File: src/rtl/ddr2_uart_pkg.sv
// ddr2_uart_pkg: opcodes, frame constants and parser state encoding shared by the UART/DDR2 command path
package ddr2_uart_pkg;
  localparam int ADDR_WIDTH = 26;
  localparam int DATA_BYTES = 16;
  localparam int WDATA_W    = 8 * DATA_BYTES;
  localparam logic [7:0] OP_WR     = 8'h01;
  localparam logic [7:0] OP_RD     = 8'h02;
  localparam logic [7:0] TAIL_BYTE = 8'hFF;
  typedef enum logic [2:0] {
    ST_IDLE,
    ST_ADDR,
    ST_DATA,
    ST_TAIL,
    ST_ISSUE
  } state_t;
endpackage

File: src/rtl/uart_ddr2_cmd_parser.sv
// uart_ddr2_cmd_parser: assembles UART bytes into DDR2 read/write commands on a valid/ready handshake
module uart_ddr2_cmd_parser
  import ddr2_uart_pkg::*;
#(
  parameter int TIMEOUT_CYC = 200000
) (
  input  logic                  sys_clk,
  input  logic                  sys_rst_n,
  input  logic [7:0]            rx_data,
  input  logic                  rx_valid,
  output logic                  cmd_valid,
  input  logic                  cmd_ready,
  output logic                  cmd_is_wr,
  output logic [ADDR_WIDTH-1:0] cmd_addr,
  output logic [WDATA_W-1:0]    cmd_wdata,
  output logic                  frame_err,
  output logic                  busy
);
  localparam int CW = (DATA_BYTES > 4) ? $clog2(DATA_BYTES) : 2;
  state_t                r_state;
  state_t                w_next;
  logic                  w_err;
  logic                  w_frame;
  logic                  w_to;
  logic                  r_err;
  logic                  r_is_wr;
  logic [CW-1:0]         r_cnt;
  logic [31:0]           r_gap;
  logic [ADDR_WIDTH-1:0] r_addr;
  logic [WDATA_W-1:0]    r_wdata;
  assign cmd_valid = (r_state == ST_ISSUE);
  assign busy      = (r_state != ST_IDLE);
  assign cmd_is_wr = r_is_wr;
  assign cmd_addr  = r_addr;
  assign cmd_wdata = r_wdata;
  assign frame_err = r_err;
  // Next-state decode; an arriving byte always beats a timeout in the same cycle
  always_comb begin
    w_next  = r_state;
    w_err   = 1'b0;
    w_frame = (r_state == ST_ADDR) || (r_state == ST_DATA) || (r_state == ST_TAIL);
    w_to    = w_frame && !rx_valid && (r_gap == 32'(TIMEOUT_CYC - 1));
    case (r_state)
      ST_IDLE: begin
        if (rx_valid) begin
          w_next = (rx_data == OP_WR || rx_data == OP_RD) ? ST_ADDR : ST_IDLE;
          w_err  = !(rx_data == OP_WR || rx_data == OP_RD);
        end
      end
      ST_ADDR:  if (rx_valid && r_cnt == CW'(3)) w_next = r_is_wr ? ST_DATA : ST_TAIL;
      ST_DATA:  if (rx_valid && r_cnt == CW'(DATA_BYTES - 1)) w_next = ST_TAIL;
      ST_TAIL: begin
        if (rx_valid) begin
          w_next = (rx_data == TAIL_BYTE) ? ST_ISSUE : ST_IDLE;
          w_err  = (rx_data != TAIL_BYTE);
        end
      end
      ST_ISSUE: begin
        w_err  = rx_valid;
        w_next = cmd_ready ? ST_IDLE : ST_ISSUE;
      end
      default: w_next = ST_IDLE;
    endcase
    if (w_to) begin
      w_next = ST_IDLE;
      w_err  = 1'b1;
    end
  end
  // State, counters and frame registers; reset discards any partial frame silently
  always_ff @(posedge sys_clk or negedge sys_rst_n) begin
    if (!sys_rst_n) begin
      r_state <= ST_IDLE;
      r_err   <= 1'b0;
      r_is_wr <= 1'b0;
      r_cnt   <= '0;
      r_gap   <= '0;
      r_addr  <= '0;
      r_wdata <= '0;
    end else begin
      r_state <= w_next;
      r_err   <= w_err;
      r_gap   <= (rx_valid || !w_frame) ? '0 : r_gap + 32'd1;
      r_cnt   <= (w_next != r_state) ? '0 : (rx_valid && w_frame) ? r_cnt + CW'(1) : r_cnt;
      if (r_state == ST_IDLE && w_next == ST_ADDR) r_is_wr <= (rx_data == OP_WR);
      if (r_state == ST_ADDR && rx_valid) r_addr <= {r_addr[ADDR_WIDTH-9:0], rx_data};
      if (r_state == ST_DATA && rx_valid) r_wdata[8*r_cnt +: 8] <= rx_data;
    end
  end
endmodule

File: config.mk
export PLATFORM = sky130hd
export DESIGN_NAME = uart_ddr2_cmd_parser
export DESIGN_NICKNAME = d
export VERILOG_FILES = /design/src/rtl/ddr2_uart_pkg.sv /design/src/rtl/uart_ddr2_cmd_parser.sv
export SDC_FILE = /design/constraint.sdc
export NUM_CORES = 1
export LEC_CHECK = 0
export CELL_PAD_IN_SITES_DETAIL_PLACEMENT = 2
export CELL_PAD_IN_SITES_GLOBAL_PLACEMENT = 2
export CORE_MARGIN = 8
export CORE_UTILIZATION = 35
export CTS_CLUSTER_DIAMETER = 200
export DETAILED_ROUTE_END_ITERATION = 8
export PLACE_DENSITY = 0.78
export SETUP_SLACK_MARGIN = 0.02
export SYNTH_ARGS = -nofsm -noshare
export SYNTH_HDL_FRONTEND = slang
export SYNTH_SLANG_ARGS = --single-unit
File: constraint.sdc
create_clock -name sys_clk -period 2.8 [get_ports sys_clk]
set_clock_uncertainty 0.1 [all_clocks]
set_input_delay 0.28 -clock sys_clk [delete_from_list [all_inputs] [get_ports sys_clk]]
set_output_delay 0.28 -clock sys_clk [all_outputs]
set_load 0.02 [all_outputs]
==> metrics.txt <==
run status=finished, final reports clean; dpl cells=1163; Synth async-reset ratio=between 90% and 100%; share of cells above drive strength 1=25.69%; CTS tree=yes; clock-pin slew of the registers on the worst-case setup and hold paths=90 ps; first drt pass iteration count=4; Reg2Reg Setup Slack=between 90 and 100 ps; largest net degree at the start of global routing=between 70 and 80; Die Area=between 20000 and 30000 sq um; Commonest cells post-synth=dfrtp_1, mux2_2, nor2_1; max_cap viols=0; setup violators final=0; area of the core=24250 sq um; Clock Latency Late Sink=430 ps; Mapped Cells=a little under 700; drt wl/cell=between 20 and 25 um; register bit total from synthesis=slightly below 200; Routed Antenna Nets=0; relative max-transition margin=approximately half; Max Buffers Root-to-Sink=2; Crit. End Element=flip-flop; # rows=57; GRT overflow=0; maximum VDD drop=between 0.5 and 0.6 mV; final wirelength=28740 um; Tot GR Track Use=a little under a fifth; n_diodes=0; synthesized cell area=8605 sq um; H-tree Lvls=4; unrepaired setup endpoints after global routing=yes; Final HPWL DP=roughly 21000 um; sequential-to-total area share from yosys stat=between 50% and 60%; DRT iter0 DRCs=262; Max FO, Critical Path=8; number of remaining DRC errors=0; postcts setup bufs=0; post-route insts no fill=about 1200; post-layout min period=approximately 2700 ps; Most used DFF post-synth=dfrtp_1; Die Wd=172.8 um; Warnings, synthesis=0; Die Ht=roughly 170 um; leakage=5.124 nW; vias per inst=5.162; top cell type's share of synthesized area=56.71%; area leader, netlist=dfrtp_1; period utilisation layout=96.75%; FF-to-FF End=cmd_wdata[113]; count leader, synth=dfrtp_1; Min-Delay Path Class=primary input to asynchronous set/reset pin; dominant cells by area after synthesis=dfrtp_1, mux2_2, xnor2_1; number of synthesized flops with an enable pin=0; DR vias=~6000; worst-margin pin slew=about 730 ps; syn nets=about 700; max frequency=roughly 0.37 GHz; post-route setup TNS=0 ps; GP Congestion=0.7870; Critical Path RT=roughly 3000 ps; Final Hold Viols=0; # IOs=170; Syn Area/Cell=12.69 sq um; number of global-route vias before repair=between 7000 and 8000; critical path class=flip-flop to flip-flop; IO Port Bufs=approximately 170; Layout area overhead=32.05%; Arr. time, crit path=slightly below 3000 ps; first-pass GRT wire length=between 40000 and 50000 um; FF-to-FF path depth=7; crit path launch type=flip-flop; CTS sink cnt=195; Final #Nets=approximately 880; CTS buffer count=17; post-synth cell types=57; Pins Over Slew Limit=0; clk root buf=clkbuf_16; initial antenna violation count=2; Cell Pwr Density=slightly below 700 nW/um^2; Starting Density=around 35%; origin of the critical flop-to-flop path=r_cnt[1]
cell usage in the layout (no fill, tap or decap), drive strengths merged, types with 5 or more instances in the layout:
| cell type | instances |
|---|---|
| nand2 | 24 |
| mux2 | 146 |
| or4 | 5 |
| dfrtp | 195 |
| buf | 20 |
| nand4 | 8 |
| clkinv | 6 |
| xnor2 | 25 |
| and2 | 29 |
| clkbuf | 18 |
| a21oi | 13 |
| nand3 | 22 |
| xor2 | 5 |
| nor4 | 15 |
| inv | 27 |
| ha | 5 |
| nor2 | 49 |
| or3 | 7 |
| o21ai | 17 |
| clkdlybuf4s50 | 168 |
| nor3 | 17 |
| and3 | 21 |
cells by family (layout without fill, tap and decap cells):
logic type | count (synthesis) | in the layout | share of synthesized area, %
AO/OA/AOI/OAI | 39 | 39 | 2.676
XOR/XNOR | 30 | 30 | 3.054
adder cells (fa/ha/maj) | 5 | 5 | 0.7271
buffers and inverters | 46 | 240 | 2.312
flip-flops | 195 | 195 | 56.71
multiplexers | 147 | 147 | 19.57
AND/OR/NAND/NOR | 216 | 216 | 14.95
area by class of cell:
type | count | area, sq um
clock buffers | 18 | 429.2
clock inverters | 14 | 160.2
fillers | 2375 | 12890
inverters | 19 | 71.32
multi-input cells | 437 | 3546
flip-flops and latches | 195 | 4880
well taps | 324 | 405.4
repair buffers | 189 | 1871
critical path, cell delays in order (launching register included):
cell      delay [ps]
dfrtp_1          500
inv_1            140
ha_1             240
nand2b_1         170
a211oi_2         280
nand2_1          270
nor3_4           500
mux2_2           390
sequential cells by signal, indices dropped and copies added (netlist names):
register and count:
cmd_addr 26, frame_err 1, r_cnt 4, r_gap 32
cmd_is_wr 1, cmd_wdata 128, r_state 3
power by group:
part | switching (mW) | internal [mW]
Combinational | 1.23 | 0.802
Clock | 1.24 | 1.21
Sequential | 0.211 | 3.02
worst max path at each step:
stage,from,endpoint,slack (ps),cells past startpoint
CTS,r_cnt[1],cmd_wdata[42],120,7
global placement,rx_valid,cmd_wdata[66],220,6
floorplan,r_cnt[0],cmd_wdata[100],330,7
global route,r_cnt[1],cmd_wdata[113],0.6,7
detailed placement,r_cnt[1],cmd_wdata[41],140,7
finish,r_cnt[1],cmd_wdata[113],90,7
metal layers:
metal / vias to the layer above / part of all wire, % / global-route usage [%]
met4: 4 / 1.2 / 3.989
met1: 3264 / 41 / 22.49
met5: - / 0.090 / 0
li1: 2733 / - / -
met3: 33 / 3.9 / 3.877
met2: 140 / 53 / 35.61
stage by stage:
stage               total power, mW  hold WS, ps  instance area, sq um  utilization (%)  setup slack, ps
finish                        7.717        337.0                 11360            46.86            91.01
global route                  8.030        387.6                 11360            46.86           0.5571
CTS                           7.793        375.7                 11350            46.80            115.4
detailed placement            5.309        257.6                 10750            44.33            137.7
global placement              5.190        240.7                 10750            44.33            224.0
floorplan                     4.360       -115.6                  8605                -            329.8
timing repair:
action / CTS / global route
setup endpoints to repair: 0 / 35
gates resized for setup: 0 / 3
hold buffers: 1 / 0
endpoints found under the hold margin: 69 / 0
No activity file was read; power rests on OpenSTA's default activity.
